<file path="config.mk">
export PLATFORM = sky130hd
export DESIGN_NAME = ro_puf_sequencer
export DESIGN_NICKNAME = d
export VERILOG_FILES = /design/src/rtl/ro_puf_sequencer.sv
export SDC_FILE = /design/constraint.sdc
export NUM_CORES = 1
export LEC_CHECK = 0
export BUFFER_PORTS_ARGS = -buffer_cell sky130_fd_sc_hd__buf_2
export CAP_MARGIN = 0
export CORE_MARGIN = 5
export CORE_UTILIZATION = 51
export CTS_CLUSTER_DIAMETER = 30
export CTS_CLUSTER_SIZE = 40
export DETAILED_ROUTE_END_ITERATION = 16
export GPL_ROUTABILITY_DRIVEN = 0
export GPL_TIMING_DRIVEN = 0
export MAX_ROUTING_LAYER = met4
export PLACE_DENSITY = 0.82
export SLEW_MARGIN = 20
export SYNTH_ARGS = -nofsm -noshare
export SYNTH_HDL_FRONTEND = slang
export SYNTH_SLANG_ARGS = --single-unit
</file>
<file path="constraint.sdc">
create_clock -name clk -period 2.1 [get_ports clk]
set_input_delay 0.105 -clock clk [delete_from_list [all_inputs] [get_ports clk]]
set_output_delay 0.105 -clock clk [all_outputs]
set_load 0.01 [all_outputs]
</file>
<file path="src/rtl/ro_puf_sequencer.sv">
`default_nettype none
// ============================================================================
// Module   : ro_puf_sequencer
// Brief    : Control FSM for an NBITS-wide ring-oscillator PUF array.
//            Latches a challenge, clears the array, runs the race until every
//            bit finishes or a timeout expires, captures the response and
//            offers it on a valid/ready handshake.
// Options  : define PUF_MAJORITY_VOTE_EN to run VOTES passes per request
//            and resolve each response bit by majority.
// Revision : 1.0 - initial release
// ============================================================================
module ro_puf_sequencer #(
   parameter int NBITS          = 8,
   parameter int CLR_CYCLES     = 4,
   parameter int TIMEOUT_CYCLES = 1023,
   parameter int VOTES          = 5
) (
   input  logic             clk,
   input  logic             rst_n,
   input  logic             start_i,
   input  logic [7:0]       challenge_i,
   output logic [7:0]       puf_challenge_o,
   output logic             puf_rst_o,
   output logic             puf_ena_o,
   input  logic [NBITS-1:0] puf_resp_i,
   input  logic [NBITS-1:0] puf_finish_i,
   output logic [NBITS-1:0] resp_o,
   output logic             resp_valid_o,
   input  logic             resp_ready_i,
   output logic             resp_timeout_o,
   output logic             busy_o
);

   localparam int CNT_W = $clog2(TIMEOUT_CYCLES + 1);
   localparam int CLR_W = (CLR_CYCLES > 1) ? $clog2(CLR_CYCLES + 1) : 1;
   localparam logic [CNT_W-1:0] RUN_LAST = CNT_W'(TIMEOUT_CYCLES - 1);
   localparam logic [CLR_W-1:0] CLR_LAST = CLR_W'(CLR_CYCLES - 1);

   // Parameter sanity: odd vote count, at least one clear and one run cycle
   if ((CLR_CYCLES < 1) || (TIMEOUT_CYCLES < 1) || (VOTES < 1) || ((VOTES % 2) == 0)) begin : g_param_check
      $error("ro_puf_sequencer: illegal parameter set");
   end

   typedef enum logic [2:0] {
      S_IDLE    = 3'd0,
      S_CLEAR   = 3'd1,
      S_RUN     = 3'd2,
      S_CAPTURE = 3'd3,
      S_HOLD    = 3'd4
   } state_e;

   state_e            state_q;
   logic [7:0]        puf_challenge_q;
   logic              puf_rst_q;
   logic              puf_ena_q;
   logic [NBITS-1:0]  resp_q;
   logic              resp_valid_q;
   logic              resp_timeout_q;
   logic              busy_q;
   logic [CLR_W-1:0]  clr_cnt_q;
   logic [CNT_W-1:0]  run_cnt_q;

   logic              start_accept_d;
   logic              capture_d;
   logic              all_finished_d;
   logic              last_pass_d;
   logic [NBITS-1:0]  vote_resp_d;

   assign start_accept_d = (state_q == S_IDLE) && start_i;
   assign capture_d      = (state_q == S_CAPTURE);
   assign all_finished_d = &puf_finish_i;

`ifdef PUF_MAJORITY_VOTE_EN
   localparam int VCNT_W = $clog2(VOTES + 1);
   localparam int SUM_W  = VCNT_W + 1;
   localparam int PASS_W = $clog2(VOTES + 1);
   localparam logic [SUM_W-1:0]  HALF      = SUM_W'(VOTES / 2);
   localparam logic [PASS_W-1:0] PASS_LAST = PASS_W'(VOTES - 1);

   logic [PASS_W-1:0] pass_q;

   // Track which pass of the current request is being evaluated
   always_ff @(posedge clk or negedge rst_n) begin
      if (!rst_n) begin
         pass_q <= '0;
      end else if (start_accept_d) begin
         pass_q <= '0;
      end else if (capture_d && !last_pass_d) begin
         pass_q <= pass_q + PASS_W'(1);
      end
   end

   assign last_pass_d = (pass_q == PASS_LAST);

   for (genvar g = 0; g < NBITS; g++) begin : g_vote_bit
      logic [VCNT_W-1:0] cnt_q;

      // Count the passes in which this bit resolved to 1
      always_ff @(posedge clk or negedge rst_n) begin
         if (!rst_n) begin
            cnt_q <= '0;
         end else if (start_accept_d) begin
            cnt_q <= '0;
         end else if (capture_d && puf_resp_i[g]) begin
            cnt_q <= cnt_q + VCNT_W'(1);
         end
      end

      // Majority includes the sample being captured on the final pass
      assign vote_resp_d[g] = ({1'b0, cnt_q} + SUM_W'(puf_resp_i[g])) > HALF;
   end
`else
   // Single pass: the captured sample is the response
   assign last_pass_d = 1'b1;
   assign vote_resp_d = puf_resp_i;
`endif

   // Sequencer FSM with all array and handshake outputs registered
   always_ff @(posedge clk or negedge rst_n) begin
      if (!rst_n) begin
         state_q         <= S_IDLE;
         puf_challenge_q <= '0;
         puf_rst_q       <= 1'b0;
         puf_ena_q       <= 1'b0;
         resp_q          <= '0;
         resp_valid_q    <= 1'b0;
         resp_timeout_q  <= 1'b0;
         busy_q          <= 1'b0;
         clr_cnt_q       <= '0;
         run_cnt_q       <= '0;
      end else begin
         unique case (state_q)
            S_IDLE: begin
               if (start_i) begin
                  state_q         <= S_CLEAR;
                  puf_challenge_q <= challenge_i;
                  puf_rst_q       <= 1'b1;
                  busy_q          <= 1'b1;
                  resp_timeout_q  <= 1'b0;
                  clr_cnt_q       <= '0;
               end
            end
            S_CLEAR: begin
               if (clr_cnt_q == CLR_LAST) begin
                  state_q   <= S_RUN;
                  puf_rst_q <= 1'b0;
                  puf_ena_q <= 1'b1;
                  run_cnt_q <= '0;
               end else begin
                  clr_cnt_q <= clr_cnt_q + CLR_W'(1);
               end
            end
            S_RUN: begin
               // A finish coinciding with the last allowed cycle is a normal finish
               if (all_finished_d || (run_cnt_q == RUN_LAST)) begin
                  state_q   <= S_CAPTURE;
                  puf_ena_q <= 1'b0;
                  if (!all_finished_d) begin
                     resp_timeout_q <= 1'b1;
                  end
               end else begin
                  run_cnt_q <= run_cnt_q + CNT_W'(1);
               end
            end
            S_CAPTURE: begin
               if (last_pass_d) begin
                  state_q      <= S_HOLD;
                  resp_q       <= vote_resp_d;
                  resp_valid_q <= 1'b1;
               end else begin
                  state_q   <= S_CLEAR;
                  puf_rst_q <= 1'b1;
                  clr_cnt_q <= '0;
               end
            end
            S_HOLD: begin
               if (resp_ready_i) begin
                  state_q      <= S_IDLE;
                  resp_valid_q <= 1'b0;
                  busy_q       <= 1'b0;
               end
            end
            default: begin
               state_q <= S_IDLE;
            end
         endcase
      end
   end

   assign puf_challenge_o = puf_challenge_q;
   assign puf_rst_o       = puf_rst_q;
   assign puf_ena_o       = puf_ena_q;
   assign resp_o          = resp_q;
   assign resp_valid_o    = resp_valid_q;
   assign resp_timeout_o  = resp_timeout_q;
   assign busy_o          = busy_q;

endmodule
`default_nettype wire

</file>
## Word-level counts from Yosys, hierarchy flattened

Index checks and enable logic that the tools add are counted.

| operators by class | value |
|---|---|
| shift operators | 0 |
| div/mod/pow operators | 0 |
| add/subtract/negate cells | 2 |
| muxes and demuxes | 24 |
| multiply operators | 0 |
| bitwise operators | 0 |
| reduce and logical (&&, ||, !) cells | 17 |
| equal/unequal tests | 13 |
| order comparisons | 0 |

Operators by type and width:

| operator | count |
|---|---|
| two-way mux 10 bit | 2 |
| case mux 10 bit (2 select lines) | 1 |
| two-way mux 3 bit | 6 |
| case mux 3 bit (5 select lines) | 1 |
| AND reduction 3 bit | 5 |
| inequality test 2 bit, second input constant | 7 |
| adder 10 x 1 -> 10 bit, second input constant | 1 |
| == test 10 bit, second input constant | 1 |
| case mux 1 bit (2 select lines) | 5 |
| nonzero test 2 bit | 5 |
| == test 3 x 2 -> 1 bit, second input constant | 3 |
| two-way mux 1 bit | 8 |
| AND reduction 4 bit | 2 |
| AND reduction 8 bit | 1 |
| case mux 3 bit (2 select lines) | 1 |
| AND reduction 2 bit | 2 |
| adder 3 x 1 -> 3 bit, second input constant | 1 |
| == test 3 x 1 -> 1 bit, second input constant | 1 |
| == test 3 bit, second input constant | 1 |
| logical NOT 3 bit | 1 |
| logical OR 1 bit | 1 |

| word-level totals | value |
|---|---|
| bits in latches | 0 |
| memory bits (read-only) | 0 |
| RAM bits | 0 |
| memories kept | 0 |
| output and inout bits | 21 |
| input port bits | 28 |
| flip-flop bits (word level) | 37 |
| logic and storage cells | 66 |

## Logic depth before layout (Yosys ltp)

Gate-level depths: netlist (run 1).

| depth | value |
|---|---|
| depth after elaboration | 4 |
| gate-level depth with buffers | 7 |
| gate-level depth less buffers | 6 |

## Worst setup path after synthesis (run 1)

Ideal clock, no wire load.

| path | value |
|---|---|
| kind | reg2reg |
| start point | register clr_cnt_q[0] |
| end point | register run_cnt_q[2] |
| arrival time | 1722 ps |
| setup slack | 252 ps |
| required time | 1974 ps |
| stages on the path, launching flop included | 7 |
| cell sequence | dfrtp_1 ha_1 ha_1 or4bb_1 o31a_1 buf_6 a221o_1 |

| on the way | value |
|---|---|
| longest elaborated chain between the ends | 3 |

Ends and longest elaborated chain:

| what | RTL line | RTL |
|---|---|---|
| from (decl) | 60 | `logic [CLR_W-1:0] clr_cnt_q;` |
| from (signal assigned) | 150 | `clr_cnt_q <= clr_cnt_q + CLR_W'(1);` |
| == test 3 x 2 -> 1 bit | 144 | `if (clr_cnt_q == CLR_LAST) begin` |
| inequality test 2 bit (no source line) | - |  |
| AND reduction 3 bit (no source line) | - |  |
| to (signal assigned) | 162 | `run_cnt_q <= run_cnt_q + CNT_W'(1);` |
| to (decl) | 61 | `logic [CNT_W-1:0] run_cnt_q;` |

No other way between the ends.
A chain may end at the register's enable or synchronous reset.

## Worst setup path in the final report (run 1)

| path | value |
|---|---|
| start point | register clr_cnt_q[0] |
| end point | register run_cnt_q[4] |

Same word-level chain as after synthesis.

==> results of run 1 <==
==> metal layers <==
layer / vias to the layer above / track usage (%) / share of wire, %
met5: - / - / 0
met4: 0 / 9.18 / 1.4
met3: 6 / 4.43 / 5.6
met2: 46 / 34.1 / 52
met1: 720 / 22.0 / 41
li1: 691 / - / -
==> metrics by stage <==
step / total power, mW / hold slack (ns) / instances / utilization [%]
after global placement: 2.40 / 0.225 / 242 / 61.3
after detailed placement: 2.48 / 0.243 / 242 / 61.3
after floorplan: 2.07 / -0.191 / 148 / -
after CTS: 2.84 / 0.00173 / 262 / 66.9
final: 2.84 / 0.0100 / 264 / 67.5
after global routing: 3.05 / 0.00132 / 264 / 67.5
==> sequential cells by signal (all words and copies together) (netlist names), 3 cells and up <==
register	count
puf_challenge_o	8
resp_o	8
run_cnt_q	10
clr_cnt_q	3
state_q	3
==> cells in the mapped netlist, drive strengths merged, types with 2 or more instances <==
cell,number
inv,4
nand4,3
a21oi,2
clkbuf,2
and2,2
nor2,8
a221o,4
nor2b,2
or4,3
a211oi,3
ha,4
o31ai,3
a21o,5
nor3b,2
nor4,2
o21ai,5
nand3,3
nand2,12
buf,4
mux2,17
nor3,6
o22ai,3
dfrtp,37
nand3b,2
==> where the power goes <==
part           internal (mW)  leakage (nW)  total, mW  switching [mW]
Clock                  0.116        0.0269      0.338           0.221
Combinational          0.632         0.566       1.22           0.589
Sequential              1.04         0.454       1.28           0.242
Total                   1.79          1.05       2.84            1.05
==> kinds of logic (layout without fill, tap and decap cells) <==
kind of cell,after synthesis,after routing,synth area share (%)
simple gates,49,49,15.5
flops,37,37,53.9
compound gates,30,30,12.8
mux,17,17,11.2
buf+inv,10,80,3.21
fa+ha+maj,4,4,2.92
xor+xnor,1,1,0.510
==> cell type report <==
cell class | instances | area (µm²) | share of cell area (%)
sequential | 37 | 926 | 41.8
multi-input combinational | 101 | 736 | 33.2
timing repair buffer | 64 | 400 | 18.1
tap | 46 | 57.6 | 2.60
buffer | 6 | 40.0 | 1.81
clock buffer | 5 | 37.5 | 1.69
inverter | 4 | 15.0 | 0.677
clock inverter | 1 | 5.00 | 0.226
==> what timing repair did <==
| action | in CTS | in global routing |
|---|---|---|
| endpoints found under the hold margin | 50 | 2 |
| hold buffers | 14 | 2 |
| resized for setup | 0 | 1 |
| setup endpoints to repair | 0 | 1 |
==> final timing paths <==
path | from | to | cells past startpoint
setup / recovery | clr_cnt_q[0] | run_cnt_q[4] | 6
hold / removal | puf_resp_i[7] | resp_o[7] | 2
setup reg to reg | clr_cnt_q[0] | run_cnt_q[4] | 6
hold reg to reg | puf_rst_o | puf_rst_o | 1
max in group asynchronous | rst_n | resp_timeout_o | 2
min in group asynchronous | rst_n | run_cnt_q[2] | 2
==> placed cells by master, fill, tap and decap left out, types with 2 or more instances in the layout <==
cell type,Yosys,routed
o21ai_0,5,5
a21o_1,5,5
o22ai_1,3,3
buf_6,2,2
o31ai_1,3,3
nor3_1,6,6
and2_1,2,2
a221o_1,4,4
nor3b_1,2,2
nand2_1,12,12
dfrtp_1,37,37
nand3b_1,2,2
nor4_1,2,2
a21oi_1,2,2
ha_1,4,4
or4_1,3,3
clkbuf_4,0,5
dlygate4sd3_1,0,16
nand4_1,3,3
nand3_1,3,3
nor2b_1,2,2
buf_2,2,50
inv_1,4,4
mux2_2,17,17
a211oi_1,3,3
nor2_1,8,8
==> out/qor.yml, run 1 <==
status:
  status: "complete, no violations"
finish:
  final_area_um2: 2220
  fill_cells: 255
  drive_above_1_share_pct: 35.3
  diodes: 0
  area_delta_synth_final_pct: 29.2
  nNetsFinal: 251
routing:
  drtIter0Drc: 116
  vias_per_cell: 5.54
  wl_per_cell_um: 15.2
  drt-total-wl_um: 4020
  route.detailed.drc: 0
  firstDrtPassIters: 4
  ant_nets: 0
  num_vias: 1463
setup_path:
  path_cells: "ha_1 > ha_1 > or4bb_1 > o31a_1 > buf_6 > a221o_1"
  cp-end-kind: "flip-flop"
  max_stage_delay_ns: 0.54
  crit_type: "flip-flop to flip-flop"
  cp-start-kind: "flip-flop"
  cp_max_fo: 10
  cp_top_family: "simple AND/OR/NAND/NOR gates"
  crit_buf_inv: 1
  critical-path-slowest-cell: "or4bb_1"
  critPathRequiredTime_ns: 2.32
  crit_arrival_ns: 2.20
  crit_top_cell: "ha_1"
  regToRegSetupSlack_ns: 0.13
sta:
  relSlewSlack_pct: 46.5
  rsz0062_at_grt: "no"
  finalHoldViolations: 0
  tns_ns: 0
  drv_slew: 0
  worst_slack_ns: 0.128
  worst_pin_slew_ns: 0.802
  timing.fmax_mhz: 507
  setup_violations: 0
  min_period_ns: 1.97
  period_share_pct: 93.9
  finClkSkew_ns: 0.00964
synthesis:
  synth.top_cells.by_area: "dfrtp_1 (54%), mux2_2 (11%), ha_1 (2.9%)"
  async_flop_share_pct: 100
  synthDominantCellAreaShare_pct: 53.9
  postSynthCellCount: 148
  avgSynthCellArea_um2: 11.6
  synth-seq-cells: 37
  netlist_area_um2: 1720
  yosysWarnings: 0
  synth_cell_types: 35
  synth_top_cell_by_area: "dfrtp_1"
  synth_seq_area_share_pct: 53.9
  ys.flop_type: "dfrtp_1"
  syn_nets: 180
  synth_edf_count: 0
cts:
  clockRootBuffer: "clkbuf_4"
  cts_buffers: 5
  cts_max_path_buffers: 2
  h-tree-depth: 2
  cts_tree: "done"
  clkSinkCount: 37
  cts.clk_slew.worst_paths_ns: 0.11
  cts_setup_buffers: 0
  clk_latency_ns: 0.33
worst_hold_path:
  hp-class: "primary input to flip-flop"
grt:
  grt_pass1_wl_um: 6730
  antenna_found_initial: 0
  grt_max_degree: 38
  track_usage_pct: 19.9
  first_global_vias: 1576
  grt_overflow: 0
placed_design:
  dp_slack_ns: 0.125
  place_hpwl_um: 2720
  io_buffers: 48
  dpl_cell_area_um2: 2010
floorplanning:
  die_w_um: 68.0
  rows: 21
  initial_core_util_pct: 52.3
  io-pin-count: 49
  core-area_um2: 3280
  die_h_um: 68.0
  die_area_um2: 4630
power:
  ir_drop_v: 0.000680
  powerDensity_nw_per_um2: 1280
  p_leak_nw: 1.05
run:
  max_cap_violations: 0
Note: power is estimated with default switching activity, not from simulation.
==> run 2, diff against run 1 <==
- GPL_TIMING_DRIVEN: 0 -> unset
==> run 2 against run 1 <==
Final area decreased by 0.28%. Cell count unchanged. Sequential power about the same. Hold slack got worse by 0.0041 ns. Core utilization decreased by 0.19 points. Via count increased by 3.1%. Register-to-register slack about the same. Critical path type unchanged. Critical endpoint unchanged. Highest routed layer unchanged.
==> out/qor.yml, run 2 (synthesis results as in run 1) <==
grt:
  grt_overflow: 0  # unchanged
  grt_pass1_wl_um: 6440  # -4.3%
  first_global_vias: 1446  # -8.2%
  antenna_found_initial: 0  # unchanged
  track_usage_pct: 19.4  # -0.50 points
  grt_max_degree: 38  # unchanged
power:
  powerDensity_nw_per_um2: 1290  # +0.87%
  p_leak_nw: 1.05  # about the same
  ir_drop_v: 0.000712  # +4.7%
  power_mw: 2.85  # +0.59%
finish:
  fill_cells: 248  # -2.7%
  final_common_cell: "buf_2"
  area_delta_synth_final_pct: 28.8
  seqCellArea_um2: 926  # unchanged
  drive_above_1_share_pct: 35.3  # unchanged
  multi_input_area_um2: 736  # unchanged
  diodes: 0  # unchanged
  top_register: "run_cnt_q"
  nNetsFinal: 249  # -0.80%
  largest_reg_flops: 10  # unchanged
  fin_cells: 264  # unchanged
  layout_common_cells: "buf_2 (48), dfrtp_1 (37), mux2_2 (17)"
  final_area_um2: 2210  # -0.28%
cts:
  clk_latency_ns: 0.34  # about the same
  cts_buffers: 5  # unchanged
  h-tree-depth: 2  # unchanged
  cts_max_path_buffers: 2  # unchanged
  clkSinkCount: 37  # unchanged
  clockRootBuffer: "clkbuf_4"
  cts.clk_slew.worst_paths_ns: 0.11  # about the same
  cts_tree: "done"
  post_cts_resized: 0  # unchanged
setup_path:
  crit_arrival_ns: 2.20  # about the same
  crit_top_cell: "ha_1"
  critPathRequiredTime_ns: 2.33  # about the same
  cp-end-kind: "flip-flop"
  critical-path-slowest-cell: "or4bb_1"
  cp-start-kind: "flip-flop"
  max_stage_delay_ns: 0.53  # about the same
  cp_top_family: "compound AO/OA/AOI/OAI gates"
  crit_buf_inv: 0  # -1
  crit_type: "flip-flop to flip-flop"
  path_cells: "ha_1 > ha_1 > or4bb_1 > o31a_1 > a221o_1"
  cp_max_fo: 10  # unchanged
routing:
  route.detailed.drc: 0  # unchanged
  vias_per_cell: 5.71  # +3.1%
  ant_nets: 0  # unchanged
  drt-total-wl_um: 4100  # +2.1%
  wl_per_cell_um: 15.5  # +2.1%
  drtIter0Drc: 135  # +16%
  firstDrtPassIters: 4  # unchanged
  num_vias: 1508  # +3.1%
floorplanning:
  initial_core_util_pct: 52.3  # unchanged
  rows: 21  # unchanged
  die_h_um: 68.0  # unchanged
  core-area_um2: 3280  # unchanged
  io-pin-count: 49  # unchanged
  die_area_um2: 4630  # unchanged
  die_w_um: 68.0  # unchanged
placed_design:
  dpl_cell_area_um2: 2010  # -0.12%
  place_hpwl_um: 2780  # +2.3%
  dp_cells: 241  # -0.41%
  io_buffers: 48  # unchanged
sta:
  tns_ns: 0  # unchanged
  rsz0062_at_grt: "no"
  relSlewSlack_pct: 34.7  # -12 points
  drv_slew: 0  # unchanged
  setup_violations: 0  # unchanged
  finClkSkew_ns: 0.0120  # +0.00241 ns
  min_period_ns: 1.97  # +0.00127 ns
  finalHoldViolations: 0  # unchanged
  timing.fmax_mhz: 507  # about the same
  period_share_pct: 94.0  # about the same
  worst_pin_slew_ns: 0.978  # +0.176 ns
run:
  max_cap_violations: 0  # unchanged
worst_hold_path:
  hp-class: "primary input to flip-flop"
status:
  status: "complete, no violations"
-- run 2: timing repair --
action | in CTS | in global routing
endpoints found under the hold margin | 51 | 0
hold buffers | 15 | 0
buffers inserted | 0 | 0
-- run 2: worst paths after layout --
check                           slack [ns]          startpoint  depth (start not counted)                 end
worst max-delay path                  0.13        clr_cnt_q[0]                          5        run_cnt_q[4]
worst min-delay path                 0.006       puf_resp_i[7]                          2           resp_o[7]
worst max register to register        0.13        clr_cnt_q[0]                          5        run_cnt_q[4]
worst min register to register        0.52  puf_challenge_o[5]                          1  puf_challenge_o[5]
max in group asynchronous             1.19               rst_n                          2  puf_challenge_o[0]
min in group asynchronous             0.39               rst_n                          2        run_cnt_q[3]
-- run 2: report_power, final --
part           switching, mW  internal, mW
clock network          0.223         0.134
logic                  0.590         0.622
registers              0.249          1.04
-- run 2: layout make-up --
cell class                 count  share of cell area, %
timing repair buffer          68                   19.4
inverter                       4                  0.679
sequential                    37                   41.9
multi-input combinational    101                   33.3
tap                           46                   2.60
clock buffer                   8                   2.21
-- run 2: layer usage --
layer / part of all wire [%] / track usage (%) / vias to the layer above
met5: 0 / - / -
met4: 2.7 / 7.69 / 0
met3: 6.0 / 4.11 / 16
met2: 52 / 32.9 / 67
met1: 40 / 22.5 / 740
li1: - / - / 685
-- run 2: per-stage QoR --
step	setup slack (ns)	utilization, %	hold slack (ns)
after floorplan	0.252	-	-0.191
final	0.127	67.3	0.00590
after CTS	0.105	67.3	0.000879
after detailed placement	0.127	61.3	0.232
after global routing	0.0455	67.3	0.00201
after global placement	0.194	61.3	0.231
==> run 3, diff against run 2 <==
- SETUP_SLACK_MARGIN: unset -> 0.3
==> run 3 against run 2 <==
Critical path type unchanged. Sequential cell count did not move. Maximum frequency rose by 7.7%. Worst setup slack improved by 0.14 ns. Sequential power barely moved. Largest cell class unchanged. Register-to-register slack improved by 0.14 ns. Routed wire length rose by 10%.
==> out/qor.yml, run 3 (synthesis results as in run 1) <==
status:
  status: "complete, no violations"
sta:
  timing.fmax_mhz: 546  # +7.7%
  drv_slew: 0  # unchanged
  rsz0062_at_grt: "yes"
  finalHoldViolations: 0  # unchanged
  tns_ns: 0  # unchanged
  finClkSkew_ns: 0.0135  # +0.00149 ns
  setup_violations: 0  # unchanged
  min_period_ns: 1.83  # -0.141 ns
  fin_hold_ws_ns: 0.0231  # +0.0172 ns
  worst_pin_slew_ns: 0.810  # -0.168 ns
  relSlewSlack_pct: 46.0  # +11 points
  period_share_pct: 87.2  # -6.7 points
setup_path:
  critPathRequiredTime_ns: 2.33  # about the same
  cp-end-kind: "flip-flop"
  cp_max_fo: 5  # -5
  regToRegSetupSlack_ns: 0.27  # +0.14 ns
  cp-start-kind: "flip-flop"
  crit_type: "flip-flop to flip-flop"
  crit_arrival_ns: 2.06  # -0.14 ns
floorplanning:
  die_w_um: 68.0  # unchanged
  die_area_um2: 4630  # unchanged
  initial_core_util_pct: 52.3  # unchanged
  core-area_um2: 3280  # unchanged
  die_h_um: 68.0  # unchanged
  rows: 21  # unchanged
  io-pin-count: 49  # unchanged
cts:
  clk_latency_ns: 0.35  # about the same
  cts.clk_slew.worst_paths_ns: 0.12  # about the same
  clkSinkCount: 37  # unchanged
  cts_buffers: 5  # unchanged
  h-tree-depth: 2  # unchanged
  clockRootBuffer: "clkbuf_4"
  cts_tree: "done"
  cts_max_path_buffers: 2  # unchanged
finish:
  nNetsFinal: 258  # +3.6%
  area_delta_synth_final_pct: 38.0
  final_common_cell: "buf_2"
  top_register: "run_cnt_q"
  largest_reg_flops: 10  # unchanged
  drive_above_1_share_pct: 42.3  # +7.0 points
  layout_common_cells: "buf_2 (48), dfrtp_1 (34), mux2_2 (17), dlygate4sd3_1 (17), nand2_1 (12)"
  fin_cells: 274  # +3.8%
power:
  clkPwrFrac_pct: 16.0  # +3.5 points
  powerDensity_nw_per_um2: 1330  # +3.3%
  combPwrFrac_pct: 42.6  # about the same
  p_switching_mw: 1.16  # +9.1%
  p_sw_share_pct: 36.6  # -0.55 points
  pwr-share-seq_pct: 41.4  # -3.6 points
  power_mw: 3.16  # +11%
  p_int_mw: 2.00  # +12%
  ir_drop_v: 0.000749  # +5.3%
  p_leak_nw: 1.12  # +6.5%
routing:
  drtIter0Drc: 112  # -17%
  vias_per_cell: 5.57  # -2.5%
  num_vias: 1526  # +1.2%
  route.detailed.drc: 0  # unchanged
  ant_nets: 0  # unchanged
  firstDrtPassIters: 4  # unchanged
  wl_per_cell_um: 16.5  # +6.0%
  drt-total-wl_um: 4510  # +10%
grt:
  grt_max_degree: 38  # unchanged
  antenna_found_initial: 0  # unchanged
  track_usage_pct: 22.4  # +3.0 points
  grt_overflow: 0  # unchanged
  grt_pass1_wl_um: 7400  # +15%
  first_global_vias: 1595  # +10%
placed_design:
  dp_cells: 240  # -0.41%
  place_hpwl_um: 2830  # +1.5%
  io_buffers: 48  # unchanged
run:
  max_cap_violations: 0  # unchanged
worst_hold_path:
  hp-class: "primary input to flip-flop"
run 3: final cells by class:
class                           instances  area (µm²)
Fill cell                             222         915
Tap cell                               46        57.6
Inverter                                4        15.0
Clock inverter                          3        46.3
Timing Repair Buffer                   76         493
Multi-Input combinational cell        102         788
Clock buffer                            5        37.5
Sequential cell                        37         930
Antenna cell                            1        2.50
run 3: worst paths after layout:
path / startpoint / end / depth (start not counted)
min in group asynchronous: rst_n / puf_rst_o / 2
max in group asynchronous: rst_n / state_q[1] / 2
setup / recovery: clr_cnt_q[0] / run_cnt_q[6] / 5
setup reg to reg: clr_cnt_q[0] / run_cnt_q[6] / 5
hold / removal: resp_ready_i / state_q[2] / 3
hold reg to reg: resp_o[4] / resp_o[4] / 1
run 3: power groups by stage:
stage | sequential [mW] | clock, mW | combinational, mW
5_1_grt | 1.36 | 0.547 | 1.48
2_1_floorplan | 1.34 | 0 | 0.727
4_1_cts | 1.29 | 0.513 | 1.29
6_report | 1.31 | 0.505 | 1.35
3_3_place_gp | 1.28 | 0 | 1.10
3_5_place_dp | 1.31 | 0 | 1.16
run 3: metal layers:
metal,part of all wire [%],GRT usage [%]
met2,53,38.6
met4,1.7,8.44
met1,41,25.2
met3,5.1,5.09
met5,0,-
run 3: repair_timing:
action                                  4_1_cts  5_1_grt
gates resized for setup                       8        4
endpoints found under the hold margin        53        0
endpoints found under the setup margin        9       13
pin swaps                                     4        3
setup buffers                                 6        1
gates cloned                                  1        0
hold buffers                                 17        0
run 3: stage by stage:
stage               util, %  instance area [µm²]  worst slack [ns]
finish                 72.2                 2370             0.268
global placement       61.0                 2000             0.280
floorplan                 -                 1720             0.302
detailed placement     61.0                 2000             0.176
CTS                    71.4                 2340             0.280
global route           72.1                 2370             0.219
run 3: critical path: stages (launching register included):
cell     delay, ns
dfrtp_1       0.37
ha_2          0.19
ha_4          0.13
or4bb_4       0.47
o31a_1        0.20
a221o_1       0.34
